## src/rtl/mult_arbiter_pkg.sv

```systemverilog
// mult_arbiter_pkg
//   Shared Q-format constants for the arbitrated fixed-point multiplier.
//   Q_TOTAL_BITS    : operand/result width (two's complement, one sign bit)
//   Q_FRACTION_BITS : fractional bits of operands and result
//   Q_MAG_BITS      : magnitude bits of a Q value (sign stripped)
//   Q_SLICE_W       : width of one requester's operand slice in the packed buses
package mult_arbiter_pkg;
  localparam int Q_TOTAL_BITS    = 16;
  localparam int Q_FRACTION_BITS = 12;
  localparam int Q_MAG_BITS      = Q_TOTAL_BITS - 1;
  localparam int Q_SLICE_W       = Q_TOTAL_BITS;
endpackage : mult_arbiter_pkg

```

## src/rtl/mult_arbiter_mul.sv

```systemverilog
// mult_arbiter_mul
//   Combinational signed fixed-point multiply: sign-magnitude product,
//   truncated back to the operand Q format, with an overflow flag.
//   Ports:
//     i_a, i_b    : signed Q operands (TOTAL_BITS)
//     o_result    : truncated product, two's complement (TOTAL_BITS)
//     o_overflow  : product magnitude does not fit the result format
module mult_arbiter_mul
  import mult_arbiter_pkg::*;
#(
  parameter int TOTAL_BITS    = Q_TOTAL_BITS,
  parameter int FRACTION_BITS = Q_FRACTION_BITS
) (
  input  logic [TOTAL_BITS-1:0] i_a,
  input  logic [TOTAL_BITS-1:0] i_b,
  output logic [TOTAL_BITS-1:0] o_result,
  output logic                  o_overflow
);
  localparam int PW = 2 * TOTAL_BITS;

  logic [TOTAL_BITS-1:0] w_mag_a;
  logic [TOTAL_BITS-1:0] w_mag_b;
  logic [PW-1:0]         w_prod;
  logic [TOTAL_BITS-2:0] w_mag_res;
  logic                  w_neg;
  logic                  w_unused_low;

  // Magnitudes are kept TOTAL_BITS wide so the most negative operand
  // (e.g. 0x8000) yields its true magnitude instead of wrapping.
  assign w_mag_a = i_a[TOTAL_BITS-1] ? (~i_a + 1'b1) : i_a;
  assign w_mag_b = i_b[TOTAL_BITS-1] ? (~i_b + 1'b1) : i_b;
  assign w_prod  = PW'(w_mag_a) * PW'(w_mag_b);
  assign w_neg   = i_a[TOTAL_BITS-1] ^ i_b[TOTAL_BITS-1];

  assign w_mag_res = w_prod[TOTAL_BITS-2+FRACTION_BITS : FRACTION_BITS];

  // The top product bit can never be set (max magnitude product is
  // 2^(2*TOTAL_BITS-2)), so folding it into the overflow OR is harmless.
  assign o_overflow = |w_prod[PW-1 : TOTAL_BITS-1+FRACTION_BITS];
  assign o_result   = w_neg ? (~{1'b0, w_mag_res} + 1'b1) : {1'b0, w_mag_res};

  // Fraction bits below the result LSB are dropped by truncation.
  assign w_unused_low = ^w_prod[FRACTION_BITS-1:0];
endmodule : mult_arbiter_mul

```

## src/rtl/mult_arbiter.sv

```systemverilog
// mult_arbiter
//   Round-robin arbiter in front of a two-stage pipelined fixed-point
//   multiplier. S1 holds the granted operands and requester ID; S2 holds the
//   product and is presented directly on the rsp_* port.
//   Ports:
//     clk, rst       : clock, synchronous active-high reset
//     req_valid/ready: per-requester handshake (NUM_REQ bits, one-hot ready)
//     req_a, req_b   : packed operands, requester i at [i*TOTAL_BITS +: TOTAL_BITS]
//     rsp_valid/ready: result handshake
//     rsp_id         : requester index of the presented product
//     rsp_result     : truncated signed product
//     rsp_overflow   : product magnitude exceeded the result range
module mult_arbiter
  import mult_arbiter_pkg::*;
#(
  parameter int TOTAL_BITS    = Q_TOTAL_BITS,
  parameter int FRACTION_BITS = Q_FRACTION_BITS,
  parameter int NUM_REQ       = 4,
  localparam int IDW          = (NUM_REQ > 1) ? $clog2(NUM_REQ) : 1
) (
  input  logic                          clk,
  input  logic                          rst,
  input  logic [NUM_REQ-1:0]            req_valid,
  output logic [NUM_REQ-1:0]            req_ready,
  input  logic [NUM_REQ*TOTAL_BITS-1:0] req_a,
  input  logic [NUM_REQ*TOTAL_BITS-1:0] req_b,
  output logic                          rsp_valid,
  input  logic                          rsp_ready,
  output logic [IDW-1:0]                rsp_id,
  output logic [TOTAL_BITS-1:0]         rsp_result,
  output logic                          rsp_overflow
);
  logic [TOTAL_BITS-1:0] w_req_a [NUM_REQ];
  logic [TOTAL_BITS-1:0] w_req_b [NUM_REQ];

  logic                  r_s1_valid;
  logic [TOTAL_BITS-1:0] r_s1_a;
  logic [TOTAL_BITS-1:0] r_s1_b;
  logic [IDW-1:0]        r_s1_id;
  logic [IDW-1:0]        r_rr_ptr;

  logic                  w_s2_adv;
  logic                  w_s1_can_load;
  logic                  w_grant_found;
  logic [IDW-1:0]        w_grant_id;
  logic                  w_accept;
  logic [TOTAL_BITS-1:0] w_mul_result;
  logic                  w_mul_overflow;

  // (base + k) mod NUM_REQ without requiring NUM_REQ to be a power of two.
  function automatic logic [IDW-1:0] wrap_add(input logic [IDW-1:0] base, input int k);
    int sum;
    sum = int'(base) + k;
    if (sum >= NUM_REQ) sum = sum - NUM_REQ;
    return IDW'(sum);
  endfunction

  generate
    for (genvar gi = 0; gi < NUM_REQ; gi++) begin : g_slice
      assign w_req_a[gi]   = req_a[gi*TOTAL_BITS +: TOTAL_BITS];
      assign w_req_b[gi]   = req_b[gi*TOTAL_BITS +: TOTAL_BITS];
      assign req_ready[gi] = w_accept && (w_grant_id == IDW'(gi));
    end
  endgenerate

  assign w_s2_adv      = !rsp_valid || rsp_ready;
  // S1 drains into S2 whenever S2 advances, so it can refill in that cycle.
  assign w_s1_can_load = !r_s1_valid || w_s2_adv;
  assign w_accept      = w_grant_found && w_s1_can_load && !rst;

  // Round-robin search starting at r_rr_ptr; first valid requester wins.
  always_comb begin
    w_grant_found = 1'b0;
    w_grant_id    = '0;
    for (int k = 0; k < NUM_REQ; k++) begin
      if (!w_grant_found && req_valid[wrap_add(r_rr_ptr, k)]) begin
        w_grant_found = 1'b1;
        w_grant_id    = wrap_add(r_rr_ptr, k);
      end
    end
  end

  mult_arbiter_mul #(
    .TOTAL_BITS    (TOTAL_BITS),
    .FRACTION_BITS (FRACTION_BITS)
  ) u_mul (
    .i_a        (r_s1_a),
    .i_b        (r_s1_b),
    .o_result   (w_mul_result),
    .o_overflow (w_mul_overflow)
  );

  always_ff @(posedge clk) begin
    if (rst) begin
      r_s1_valid   <= 1'b0;
      r_s1_a       <= '0;
      r_s1_b       <= '0;
      r_s1_id      <= '0;
      r_rr_ptr     <= '0;
      rsp_valid    <= 1'b0;
      rsp_id       <= '0;
      rsp_result   <= '0;
      rsp_overflow <= 1'b0;
    end else begin
      if (w_s2_adv) begin
        rsp_valid <= r_s1_valid;
        if (r_s1_valid) begin
          rsp_id       <= r_s1_id;
          rsp_result   <= w_mul_result;
          rsp_overflow <= w_mul_overflow;
        end
      end

      if (w_accept) begin
        r_s1_valid <= 1'b1;
        r_s1_a     <= w_req_a[w_grant_id];
        r_s1_b     <= w_req_b[w_grant_id];
        r_s1_id    <= w_grant_id;
        r_rr_ptr   <= wrap_add(w_grant_id, 1);
      end else if (w_s2_adv) begin
        r_s1_valid <= 1'b0;
      end
    end
  end
endmodule : mult_arbiter

```

## config.mk

```make
export PLATFORM = sky130hd
export DESIGN_NAME = mult_arbiter
export DESIGN_NICKNAME = d
export VERILOG_FILES = /design/src/rtl/mult_arbiter_pkg.sv /design/src/rtl/mult_arbiter_mul.sv /design/src/rtl/mult_arbiter.sv
export SDC_FILE = /design/constraint.sdc
export NUM_CORES = 1
export LEC_CHECK = 0
export CAP_MARGIN = 25
export CORE_MARGIN = 1
export CORE_UTILIZATION = 50
export CTS_CLUSTER_DIAMETER = 30
export DETAILED_ROUTE_END_ITERATION = 6
export PLACE_DENSITY_LB_ADDON = 0.2
export SETUP_SLACK_MARGIN = 0.1
export SLEW_MARGIN = 20
export SYNTH_ARGS = -nofsm -noshare
export SYNTH_HDL_FRONTEND = slang
export SYNTH_SLANG_ARGS = --single-unit
```

## constraint.sdc

```tcl
create_clock -name clk -period 10.25 [get_ports clk]
set_clock_uncertainty 0.2 [all_clocks]
set_input_delay 2.05 -clock clk [delete_from_list [all_inputs] [get_ports clk]]
set_output_delay 2.05 -clock clk [all_outputs]
set_load 0.01 [all_outputs]
```

# Word-level counts from Yosys, hierarchy flattened
# Cells that the tools add are included.
[classes]
add_sub_neg = 12
mul = 1
div_mod_pow = 0
order_cmp = 10
n_eq_ne = 3
n_shift = 0
mux = 32
bitwise_logic = 5
reduce_logical = 21
[ops]
columns = ["cell", "count"]
rows = [
  ["$mux 16", 7],
  ["$bmux 16 s2", 2],
  ["$add 16x1->16 const B", 3],
  ["$mul 16x16->32", 1],
  ["$not 16->16", 2],
  ["$mux 2", 9],
  ["$not 15->16", 1],
  ["$ge 3x3->1 const B", 5],
  ["$lt 2x3->1 const B", 4],
  ["$mux 1", 10],
  ["$sub 2x1->2 const B", 5],
  ["$logic_and 1x1->1", 9],
  ["$bmux 1 s2", 4],
  ["$add 2x1->3 const B", 2],
  ["$add 2x2->3 const B", 2],
  ["$logic_not 1->1", 6],
  ["$reduce_or 5->1", 1],
  ["$eq 2x2->1 const B", 2],
  ["$ge 2x3->1 const B", 1],
  ["$not 2->3", 1],
  ["$eq 2x1->1 const B", 1],
  ["$logic_not 2->1", 1],
  ["$logic_or 1x1->1", 2],
  ["$reduce_and 2->1", 1],
  ["other kinds (2)", 2],
]
[totals]
regBits = 57
latch_bits = 0
ramBits = 0
romBits = 0
elab_cells = 93
n_memories = 0

# Depth between registers and ports, before layout
[logic_depth]
word_depth = 18
ltp_mapped = 32
ltp_nobuf = 30

# Hierarchy
# Synthesis repeated with hierarchy kept, for this count alone.
[unflattened]
cells_unflattened = 1442
area_unflattened_um2 = 12245.5
[modules_own_cells]
columns = ["module", "n_inst", "cells_each", "area_each_um2", "seq_area_each_um2"]
rows = [
  ["mult_arbiter_mul", 1, 1134, 9447.8, 0.0],
  ["mult_arbiter", 1, 308, 2797.7, 1141.1],
]

# Worst setup path before layout
# No wires, ideal clock.
[synth_timing]
path_kind = "register to register"
startpoint = "reg r_s1_a[0]"
endpoint = "reg rsp_result[13]"
t_arrival_ns = 7.871
required_time_ns = 9.976
slack_ns = 2.105
stages_incl_launch_ff = 30
path_buffers = 2
path_cell_list = "dfxtp_1 > buf_2 > inv_2 > ha_1 > nand2_1 > or4_1 > o21ai_0 > nand2_1 > xor2_1 > nand2_1 > fa_1 > fa_1 > fa_1 > inv_1 > fa_1 > fa_1 > inv_1 > fa_1 > inv_1 > ha_1 > clkbuf_1 > nand2_1 > nor4_1 > a221oi_4 > xnor2_1 > a211oi_2 > nand4b_1 > or2_1 > or3_1 > a31oi_1"
[synth_via]
elab_chain_cells = 7
[synth_lines]
columns = ["element", "line_no", "text"]
rows = [
  ["start, declared", "mult_arbiter.sv:37", "logic [TOTAL_BITS-1:0] r_s1_a;"],
  ["start signal, assigned", "mult_arbiter.sv:116", "r_s1_a <= w_req_a[w_grant_id];"],
  ["$not 16->16", "mult_arbiter_mul.sv:30", "assign w_mag_a = i_a[TOTAL_BITS-1] ? (~i_a + 1'b1) : i_a;"],
  ["$add 16x1->16", "mult_arbiter_mul.sv:30", ""],
  ["$mux 16 (*)", "mult_arbiter_mul.sv:30", ""],
  ["$mul 16x16->32 (*)", "mult_arbiter_mul.sv:32", "assign w_prod = PW'(w_mag_a) * PW'(w_mag_b);"],
  ["$not 15->16", "mult_arbiter_mul.sv:40", "assign o_result = w_neg ? (~{1'b0, w_mag_res} + 1'b1) : {1'b0, w_mag_res};"],
  ["$add 16x1->16", "mult_arbiter_mul.sv:40", ""],
  ["$mux 16 (*)", "mult_arbiter_mul.sv:40", ""],
  ["end signal, assigned", "mult_arbiter.sv:109", "rsp_result <= w_mul_result;"],
  ["end, declared", "mult_arbiter.sv:30", "output logic [TOTAL_BITS-1:0] rsp_result,"],
]
# Every way passes the cells marked *; elsewhere a longest branch is shown, timed or not.
# A chain may end at the register's enable or synchronous reset.

# Worst setup path after layout
# Same ends and word-level chain as after synthesis.

==> impl_metrics.py <==
metrics = {
    "logic_synthesis": {
        "synthArstFlopShare_pct": 0,
        "yosys_warnings": 0,
        "syn_nets": 2044,
        "synth_cell_types": 76,
        "netlist_area_um2": 12500,
        "synth_edf_count": 0,
        "synth-seq-cells": 57,
        "syn_inst": 1608,
        "ys_seq_area_share_pct": 9.11,
        "synth_ff_type": "dfxtp_1",
        "syn_area_per_cell_um2": 7.79,
    },
    "critical_path": {
        "critPathLaunch": "r_s1_a[0]$_SDFFE_PP0P_",
        "reg2reg_to": "rsp_result[13]$_SDFFE_PP0P_",
        "path_delay_family": "adder cells",
        "crit_path_max_fanout": 10,
        "cp.depth": 27,
        "cp-start-kind": "flip-flop",
        "worstReg2RegStart": "r_s1_a[0]$_SDFFE_PP0P_",
        "endpoint_kind": "flip-flop",
        "cp.required_ns": 10.31,
        "cpPeakStageDelay_ns": 0.77,
        "crit_buf_inv": 4,
        "r2r_cells": 27,
        "cp.arrival_ns": 9.47,
        "r2r_setup_slack_ns": 0.84,
        "crit_slowest_cell": "xor2_1",
        "crit_end": "rsp_result[13]$_SDFFE_PP0P_",
        "cp_common_cell": "fa_1",
        "criticalPathCategory": "reg -> reg",
    },
    "sta": {
        "rsz0062_at_grt": "false",
        "final_hold_viol_count": 0,
        "setup_viol_count_final": 0,
        "layout_min_cycle_time_ns": 9.41,
        "worst_pin_slew_ns": 1.06,
        "slew_violations": 0,
        "slew_headroom_pct": 29.0,
        "max_freq_mhz": 106,
        "finalCritPeriodShare_pct": 91.8,
        "setup_tns_ns": 0,
    },
    "global_route": {
        "antenna_found_initial": 0,
        "grt_overflow": 0,
        "grt_max_degree": 68,
        "grt_usage_pct": 31.8,
        "grt_pass1_wl_um": 63100,
        "grt_pass1_vias": 12000,
    },
    "drt": {
        "first_pass_iters": 5,
        "vias": 11500,
        "drt_wl_total_um": 39000,
        "drt_first_iter_violations": 843,
        "antenna_left": 0,
        "drc": 0,
        "routedWlPerCell_um": 18.7,
        "via_per_inst": 5.56,
    },
    "clocking": {
        "postCtsSetupBuffers": 0,
        "cts_root_buf": "clkbuf_16",
        "clkTransAtPathRegs_ns": 0.05,
        "clockBufferDepth": 2,
        "cts_buffers": 9,
        "cts.repair.resized": 0,
        "cts_tree": "done",
        "clkLatencyLatePin_ns": 0.33,
        "holdBufCountCts": 0,
        "h-tree-depth": 3,
        "numClockSinks": 57,
    },
    "die": {
        "rows": 57,
        "initial_utilization_pct": 51.2,
        "ios": 159,
        "die_height_um": 160,
        "core_um2": 24500,
        "die_area_um2": 25700,
        "die-width_um": 160,
    },
    "finish": {
        "fin_nets": 2185,
        "area_growth_pct": 19.0,
        "layout.cells.non_filler": 2078,
        "antennaDiodeCount": 0,
        "final_layout_size_suffix_gt1_share_pct": 4.50,
    },
    "job": {
        "maxCapViolCount": 0,
    },
    "worst_hold_path": {
        "whs_path_depth": 2,
        "hold_path.class": "reg -> reg",
    },
    "placed_design": {
        "dp_cells": 2060,
        "port_buffers": 158,
        "gp_congestion": 1.03,
        "hpwl_um": 32500,
    },
    "outcome": {
        "status": "completed",
    },
}
[per-layer routing]
| metal | up-vias | part of all wire [%] | GRT usage (%) |
|---|---|---|---|
| met5 | - | 0 | 0 |
| li1 | 5430 | - | - |
| met3 | 91 | 8.3 | 6.21 |
| met2 | 515 | 47 | 53.0 |
| met1 | 5513 | 41 | 40.5 |
| met4 | 0 | 4.2 | 12.9 |
[state kept, by name (all words and copies together) (netlist names)]
signal / cells
r_s1_a: 16
r_s1_b: 16
rsp_result: 16
r_rr_ptr: 2
r_s1_id: 2
rsp_id: 2
r_s1_valid: 1
rsp_overflow: 1
rsp_valid: 1
[through the flow]
step           utilization, %  hold slack, ns  instance area [um^2]  worst slack (ns)
2_1_floorplan               -           0.232                 12500              2.10
3_3_place_gp             59.5           0.235                 14600              1.20
4_1_cts                  60.7           0.251                 14900             0.989
6_report                 60.9           0.248                 14900             0.837
3_5_place_dp             59.6           0.244                 14600              1.01
5_1_grt                  60.9           0.268                 14900             0.177
[kinds of logic (layout without fill, tap and decap cells)]
logic type | Yosys count | in the layout | synth area share [%]
mux | 9 | 9 | 0.859
xor+xnor | 69 | 69 | 4.83
buf+inv | 293 | 439 | 8.80
compound gates | 218 | 218 | 11.7
flops | 57 | 57 | 9.11
fa+ha+maj | 301 | 301 | 41.6
simple gates | 661 | 661 | 23.1
[cells in the mapped netlist (all sizes together) (15+ instances only)]
library cell	number	area share, %
dfxtp	57	9.1
xor2	33	2.3
and2	17	0.85
o21ai	66	2.6
or3	15	0.75
nor2	223	6.7
clkbuf	56	1.7
xnor2	36	2.5
a21oi	55	2.2
and3	15	0.75
ha	108	11
nand2	272	8.2
nand3	49	2.0
fa	193	31
inv	227	6.8
[cell type report]
cell class              count  area (um^2)
fillers                  2227         9570
clock inverters             5         56.3
repair buffers            195         1880
flip-flops and latches     57         1140
inverters                 228          856
clock buffers              11          233
multi-input cells        1258        10300
well taps                 324          405
[tightest hold or removal path, delay by kind of cell (launching register included)]
kind            cells  cell delay [ns]
flops               1             0.30
simple gates        1             0.05
compound gates      1             0.05
[worst min path at each step]
stage,start,end,slack (ns)
finish,r_s1_id[0]$_SDFFE_PP0P_,rsp_id[0]$_SDFFE_PP0P_,0.25
global route,r_s1_id[0]$_SDFFE_PP0P_,rsp_id[0]$_SDFFE_PP0P_,0.27
CTS,r_s1_id[0]$_SDFFE_PP0P_,rsp_id[0]$_SDFFE_PP0P_,0.25
detailed placement,r_s1_id[0]$_SDFFE_PP0P_,rsp_id[0]$_SDFFE_PP0P_,0.24
global placement,r_s1_id[0]$_SDFFE_PP0P_,rsp_id[0]$_SDFFE_PP0P_,0.23
floorplan,r_s1_id[0]$_SDFFE_PP0P_,rsp_id[0]$_SDFFE_PP0P_,0.23
[cells in the final DEF (no fill, tap or decap), types with 14 or more instances in the layout]
cell type,count
inv_1,225
nand3_1,49
fa_1,193
and3_1,15
a311oi_1,14
buf_4,35
o21ai_0,63
xnor2_1,35
and2_1,17
dfxtp_1,57
nand2_1,272
or3_1,14
nand2b_1,14
ha_1,108
clkdlybuf4s50_1,158
a21oi_1,55
xor2_1,32
nor2_1,222
Power is left out: the tool's default activity adds up to more than one toggle a clock period on the data nets, which glitch-free logic cannot reach.
